## src/rtl/mem_access_ctrl.sv

```systemverilog
// Load/store sequencer between decode/control and the data-memory req/ack bus (optional trap: MEM_MISALIGN_TRAP_EN).
// Latency: request seen in IDLE, bus_req next cycle, result/pulse one cycle after bus_ack (3 cycles minimum).
// Backpressure: stall holds the pipeline from request until the DONE cycle; aborts after TIMEOUT_CYC unacked cycles.
module mem_access_ctrl #(
    parameter int TIMEOUT_CYC = 16
) (
    input  logic        clk,
    input  logic        rst,
    input  logic        mr,
    input  logic        mw,
    input  logic [2:0]  mem_type,
    input  logic [31:0] addr,
    input  logic [31:0] wdata,
    output logic        stall,
    output logic [31:0] rdata,
    output logic        rdata_valid,
    output logic        err,
    output logic        misalign,
    output logic        bus_req,
    output logic        bus_we,
    output logic [31:0] bus_addr,
    output logic [3:0]  bus_be,
    output logic [31:0] bus_wdata,
    input  logic        bus_ack,
    input  logic [31:0] bus_rdata
);
    typedef enum logic [1:0] {IDLE, BUSY, DONE} state_t;

    localparam logic [7:0] TO_LAST = 8'(TIMEOUT_CYC - 1);

    state_t      state, state_nxt;
    logic [7:0]  cnt;
    logic        ld_q;
    logic [2:0]  type_q;
    logic [1:0]  off_q;
    logic        req, legal, mis_in, timeout;
    logic [3:0]  be_in;
    logic [31:0] wdata_in, load_ext;
    logic [7:0]  byte_lane;
    logic [15:0] half_lane;

    assign req     = mr | mw;
    assign timeout = (cnt == TO_LAST);
    assign bus_req = (state == BUSY);
    assign stall   = ((state == IDLE) & req) | (state == BUSY);

    // Loads accept the unsigned variants; stores only B/H/W.
    always_comb begin
        legal = 1'b0;
        if (mr) legal = (mem_type inside {3'b000, 3'b001, 3'b010, 3'b100, 3'b101});
        else    legal = (mem_type inside {3'b000, 3'b001, 3'b010});
    end

`ifdef MEM_MISALIGN_TRAP_EN
    assign mis_in = ((mem_type[1:0] == 2'b01) & addr[0]) |
                    ((mem_type[1:0] == 2'b10) & (|addr[1:0]));
`else
    assign mis_in = 1'b0;
`endif

    always_comb begin
        be_in    = 4'b1111;
        wdata_in = wdata;
        case (mem_type[1:0])
            2'b00: begin
                be_in    = 4'b0001 << addr[1:0];
                wdata_in = {4{wdata[7:0]}};
            end
            2'b01: begin
                be_in    = addr[1] ? 4'b1100 : 4'b0011;
                wdata_in = {2{wdata[15:0]}};
            end
            default: ;
        endcase
    end

    assign byte_lane = bus_rdata[{off_q, 3'b000} +: 8];
    assign half_lane = bus_rdata[{off_q[1], 4'b0000} +: 16];

    always_comb begin
        load_ext = bus_rdata;
        case (type_q)
            3'b000:  load_ext = {{24{byte_lane[7]}}, byte_lane};
            3'b100:  load_ext = {24'b0, byte_lane};
            3'b001:  load_ext = {{16{half_lane[15]}}, half_lane};
            3'b101:  load_ext = {16'b0, half_lane};
            default: ;
        endcase
    end

    // DONE never re-samples mr/mw: they still belong to the completing instruction.
    always_comb begin
        state_nxt = state;
        case (state)
            IDLE:    if (req) state_nxt = (legal && !mis_in) ? BUSY : DONE;
            BUSY:    if (bus_ack || timeout) state_nxt = DONE;
            default: state_nxt = IDLE;
        endcase
    end

    always_ff @(posedge clk) begin
        if (rst) begin
            state       <= IDLE;
            cnt         <= '0;
            ld_q        <= 1'b0;
            type_q      <= '0;
            off_q       <= '0;
            bus_we      <= 1'b0;
            bus_addr    <= '0;
            bus_be      <= '0;
            bus_wdata   <= '0;
            rdata       <= '0;
            rdata_valid <= 1'b0;
            err         <= 1'b0;
        end else begin
            state       <= state_nxt;
            rdata_valid <= 1'b0;
            err         <= 1'b0;
            case (state)
                IDLE: begin
                    cnt <= '0;
                    if (req) begin
                        ld_q      <= mr;
                        type_q    <= mem_type;
                        off_q     <= addr[1:0];
                        bus_we    <= ~mr;
                        bus_addr  <= {addr[31:2], 2'b00};
                        bus_be    <= be_in;
                        bus_wdata <= wdata_in;
                        if (!legal)           err   <= 1'b1;
                        else if (mis_in && mr) rdata <= '0;
                    end
                end
                BUSY: begin
                    if (bus_ack) begin
                        if (ld_q) begin
                            rdata       <= load_ext;
                            rdata_valid <= 1'b1;
                        end
                    end else if (timeout) begin
                        err <= 1'b1;
                        if (ld_q) rdata <= '0;
                    end else begin
                        cnt <= cnt + 8'd1;
                    end
                end
                default: ;
            endcase
        end
    end

`ifdef MEM_MISALIGN_TRAP_EN
    always_ff @(posedge clk) begin
        if (rst) misalign <= 1'b0;
        else     misalign <= (state == IDLE) & req & legal & mis_in;
    end
`else
    assign misalign = 1'b0;
`endif

endmodule

```

## config.mk

```make
export PLATFORM = sky130hd
export DESIGN_NAME = mem_access_ctrl
export DESIGN_NICKNAME = d
export VERILOG_FILES = /design/src/rtl/mem_access_ctrl.sv
export SDC_FILE = /design/constraint.sdc
export NUM_CORES = 1
export LEC_CHECK = 0
export CAP_MARGIN = 5
export CORE_UTILIZATION = 47
export CTS_BUF_LIST = sky130_fd_sc_hd__clkbuf_16
export CTS_CLUSTER_DIAMETER = 120
export DETAILED_ROUTE_END_ITERATION = 12
export GPL_TIMING_DRIVEN = 0
export PLACE_DENSITY = 0.83
export SLEW_MARGIN = 0
export SYNTH_ARGS = -nofsm -noshare
export SYNTH_HDL_FRONTEND = slang
export SYNTH_SLANG_ARGS = --single-unit
```

## constraint.sdc

```tcl
create_clock -name clk -period 2.98 [get_ports clk]
set_input_delay 0.298 -clock clk [delete_from_list [all_inputs] [get_ports clk]]
set_output_delay 0.298 -clock clk [all_outputs]
set_load 0.005 [all_outputs]
```

# [Word level (Yosys, flattened, before mapping)]
# Index checks and enable logic that the tools add are counted.
[word_totals] register_bits=117 word_cells=72 output_inout_bits=106
[classes] bitwise=6 n_reduce_logical=14 eq_ne=14 n_addsub=1 shifts=3 mux=22
[ops] operator="two-way mux 32 bit" count=4
[ops] operator="one-hot mux 32 bit (4 select lines)" count=1
[ops] operator="one-hot mux 32 bit (2 select lines)" count=1
[ops] operator="variable part select 32 x 6 -> 16 bit" count=1
[ops] operator="variable part select 32 x 6 -> 8 bit" count=1
[ops] operator="two-way mux 8 bit" count=2
[ops] operator="one-hot mux 8 bit (2 select lines)" count=1
[ops] operator="== test 3 bit, second input constant" count=4
[ops] operator="adder 8 x 1 -> 8 bit, second input constant" count=1
[ops] operator="== test 8 x 4 -> 1 bit, second input constant" count=1
[ops] operator="one-hot mux 4 bit (2 select lines)" count=1
[ops] operator="== test 3 x 1 -> 1 bit, second input constant" count=2
[ops] operator="zero test 3 bit" count=2
[ops] operator="two-way mux 1 bit" count=6
[ops] operator="two-way mux 2 bit" count=3
[ops] operator="!= test 2 bit, second input constant" count=3
[ops] operator="AND reduction 3 bit" count=2
[ops] operator="nonzero test 5 bit" count=1
[ops] operator="== test 2 x 1 -> 1 bit, second input constant" count=2
[ops] operator="zero test 2 bit" count=2
[ops] operator="two-way mux 4 bit" count=1
[ops] operator="one-hot mux 2 bit (2 select lines)" count=1
[ops] operator="AND reduction 2 bit" count=2
[ops] operator="nonzero test 2 bit" count=2
[ops] operator="10 further kinds" count=13

# [Depth between registers and ports, before layout]
# Gate-level depths: netlist (run 1).
[logic_depth] word_depth=6 mapped_depth=6 mapped_depth_nobuf=5

# [Worst setup path after synthesis (run 1)]
# No wires, ideal clock.
[synth_path] kind="flip-flop to flip-flop" from="register cnt[0]" to="register rdata[28]" setup_slack_ns=1.310 setup_ns=0.117 period_less_slack_ns=1.670 arrival_time_ns=1.553 stages_incl_launch_ff=7 path_buffers=1 t_required_ns=2.863 cell_sequence="dfxtp_1 ha_1 nand4b_1 o21ai_4 a31oi_4 buf_6 a22o_1"
[synth_between] elab_chain_cells=3
[synth_rtl] element="start: declaration" line="32" text="logic [7:0] cnt;"
[synth_rtl] element="start signal: assignment" line="144" text="cnt <= cnt + 8'd1;"
[synth_rtl] element="== test 8 x 4 -> 1 bit" line="43" text="assign timeout = (cnt == TO_LAST);"
[synth_rtl] element="nonzero test 2 bit (no line)"
[synth_rtl] element="AND reduction 3 bit (no line)"
[synth_rtl] element="end signal: assignment" line="137" text="rdata <= load_ext;"
[synth_rtl] element="end: declaration" line="15" text="output logic [31:0] rdata,"
# Every way passes these cells.
# A chain may end at the register's enable or synchronous reset.

# [Final worst setup path (run 1)]
[layout_path] from="input mr" to="output stall"
[layout_between] elab_chain_cells=3
[layout_rtl] element="start: declaration" line="9" text="input logic mr,"
[layout_rtl] element="OR 1 bit" line="42" text="assign req = mr | mw;"
[layout_rtl] element="bitwise AND 1 bit" line="45" text="assign stall = ((state == IDLE) & req) | (state == BUSY);"
[layout_rtl] element="OR 1 bit" line="45"
[layout_rtl] element="end: declaration" line="14" text="output logic stall,"
# Every way passes these cells.

==> summary.md, run 1 <==
| Metric | Value |
|---|---|
| Status | complete, no violations |
| Top cell type's share of synthesized area | 44.50% |
| # DRC | 0 |
| Worst hold start | mem_type[1] |
| First-pass GRT wire length | around 26 mm |
| Period utilization | about 93% |
| Detail Placement HPWL | 12.86 mm |
| Post-CTS resize count | 0 |
| Worst setup SP type | primary input |
| YS warnings | 0 |
| Final hold slack | 0.3305 ns |
| Pint | between 3 and 4 mW |
| Die width | 107.8 um |
| Share of layout cells above drive strength 1 | between 6 and 7% |
| Combinational power share | between 10% and 20% |
| Slowest cell on crit path | o21ai_1 |
| Area Overhead vs Synth | 53.05% |
| RSZ-0062 raised after global routing | no |
| Most frequent cells in the layout | clkdlybuf4s50_1, nand2_1, dfxtp_1 |
| Syn Inst Count | about 630 |
| Sw frac | between 20% and 30% |
| Drt initial violations | approximately 240 |
| Initial DRT Pass Iterations | 5 |
| Routed Antenna Nets | 0 |
| Dominant cells by area after synthesis | dfxtp_1, nand2_1, a21oi_1 |
| Die area | 11630 um2 |
| Slew @ Worst Pin | approximately 0.75 ns |
| Die height | 107.8 um |
| H-tree levels | 4 |
| Clk root buf | clkbuf_16 |
| Routed vias | roughly 5500 |
| Number of synthesized flops with an enable pin | 0 |
| Endpoints failing hold | 0 |
| TritonCTS clock tree | built |
| Initial Util | 48.35% |
| Yosys reg bits | about 120 |
| Crit path DAT | between 2 and 2.5 ns |
| CTS Sinks | 117 |
| Post-Syn Area | roughly 5300 um2 |
| Fin nets | around 960 |
| Worst Setup SP | mr |
| Number of I/O port buffers | around 200 |
| Setup CP Type | in2out |
| Leading cell type in the layout, fill and taps excluded | clkdlybuf4s50_1 |
| Postcts setup bufs | 0 |
| Top-Level Pins | 210 |
| Cell family with most CP delay | buffers and inverters |
| CTS Buf Count | 17 |
| Largest net degree at the start of global routing | 17 |
| Worst reg2reg startpoint | cnt[0] |
| Max_slew headroom | around half |
| Minimum clock period | between 2 and 3 ns |
| Total of max-cap violations | 0 |
| N_diodes | 0 |
| Final setup viols | 0 |
| Setup TNS | 0 ns |
| Placer congestion estimate | approximately 0.9 |
| Critical path, cell by cell | clkdlybuf4s50_1 > o21ai_1 > clkbuf_1 > nand2_1 > clkdlybuf4s50_1 |
| FMAX | ~360 MHz |
| Post-synth cell types | 57 |
| Most used cell, CP | clkdlybuf4s50_1 |
| Grt ovf | 0 |
| Critical Path RT | 2.68 ns |
| PwrDens | roughly 570 nW/um2 |
| Register share of total power | roughly two fifths |
| Seq/Total Area, Yosys | between 40% and 50% |
| Psw | between 1 and 1.5 mW |
| WP buf/inv | 3 |
| Synth area leader | dfxtp_1 |
| Final WL | between 15 and 20 mm |
| Leakage power | between 2 and 3 nW |
| Fraction of registers with async set/reset | 0% |
| Std-Cell Rows | 38 |
| Clock Latency Late Sink | 0.41 ns |
| Number of global-route vias before repair | about 5400 |
| CTS Hold Buffers Added | 0 |
| Mean number of vias per cell | ~5.5 |
| Worst Path Max Fanout | 10 |
| Power share of the clock group | between 40% and 50% |
| Most used DFF post-synth | dfxtp_1 |
| Core Box Area | between 10000 and 15000 um2 |
| Clock Skew | between 0.008 and 0.009 ns |
| CP Capture Type | output port |
| Hold Path Class | in2reg |
| Total GRT Usage | about 29% |
| Slew Viols, Final | 0 |
| Bufs on Longest Clock Path | 2 |
| Antenna violations before repair | 0 |
| CP peak stage delay | around 0.64 ns |
| Worst-case vdd ir drop | around 330 uV |
| Syn_area_per_cell | roughly 8.3 um2 |
| Drt wl/cell | ~17 um |
| Worst-path clk slew | approximately 0.05 ns |
worst min-delay path: stages:
cell      delay, ns
clkbuf_1       0.19
nand2_1        0.13
a21oi_1        0.06
cell usage after synthesis, types with 3 or more instances:
master	count
a211oi_1	11
clkbuf_1	36
nor3_1	4
inv_1	14
mux2i_1	24
a21oi_1	58
o211ai_1	21
nand2_1	140
buf_6	3
nand3_1	3
nor2b_1	9
a311oi_1	10
o22a_1	7
buf_2	3
a31oi_1	4
o21ai_0	29
nor2_1	40
o41ai_1	7
buf_4	5
nand2b_1	26
a22o_1	16
a22oi_1	3
dfxtp_1	117
nand4b_1	4
kinds of logic (layout without fill, tap and decap cells):
logic type      count (synthesis)  count (layout)  share of synthesized area [%]
flops                         117             117                          44.50
simple gates                  239             239                          20.61
compound gates                184             184                          23.96
buf+inv                        64             301                          5.419
other cells                     1               3                        0.07124
mux                            27              27                          5.206
fa+ha+maj                       1               1                         0.2377
per-stage QoR:
step	instance area (um2)	util (%)	power [mW]	cells	setup slack, ns
6_report	8056	73.99	4.552	1012	0.2000
5_1_grt	8056	73.99	4.733	1012	0.008494
4_1_cts	8056	73.99	4.566	1012	0.2054
3_5_place_dp	7498	68.87	2.662	980	0.2321
3_3_place_gp	7498	68.87	2.638	980	0.2365
2_1_floorplan	5271	-	2.174	635	1.310
power groups by stage:
stage | registers (mW) | logic (mW) | clock network [mW]
after global routing | 1.75 | 0.972 | 2.01
after CTS | 1.74 | 0.896 | 1.93
after global placement | 1.77 | 0.869 | 0
after floorplan | 1.78 | 0.399 | 0
after detailed placement | 1.77 | 0.888 | 0
final | 1.74 | 0.897 | 1.91
sequential cells by signal, summed over array words and instances, names as in the netlist, 2 cells and up:
signal	count
bus_wdata	32
rdata	32
bus_addr	30
cnt	8
bus_be	4
type_q	3
off_q	2
state	2
worst paths after layout:
path	slack, ns	cells after the start	to
worst max-delay path	0.20	5	stall
worst min-delay path	0.33	3	type_q[1]
worst max register to register	1.01	6	rdata[26]
worst min register to register	0.45	2	bus_addr[15]
final cells by class:
type | instances | area, um2
repair buffers | 205 | 2052
plain buffers | 49 | 229.0
multi-input cells | 454 | 2644
inverters | 15 | 56.30
fillers | 844 | 2831
flip-flops and latches | 117 | 2342
clock buffers | 17 | 425.4
well taps | 140 | 175.2
clock inverters | 15 | 132.6
per-layer routing:
metal	wire length (um)	up-vias	track usage (%)
met4	418	0	13.01
met2	8294	255	50.32
li1	-	2673	-
met1	6841	2586	33.40
met3	1385	35	9.019
met5	0	-	0
Power figures use the tool's default switching activity.
==> run 2: changes to the inputs <==
Settings changed: ABC_CLOCK_PERIOD_IN_PS set to 2980.
==> results of run 2 <==
Final layout, timing and power as in run 1 (identical DEF).
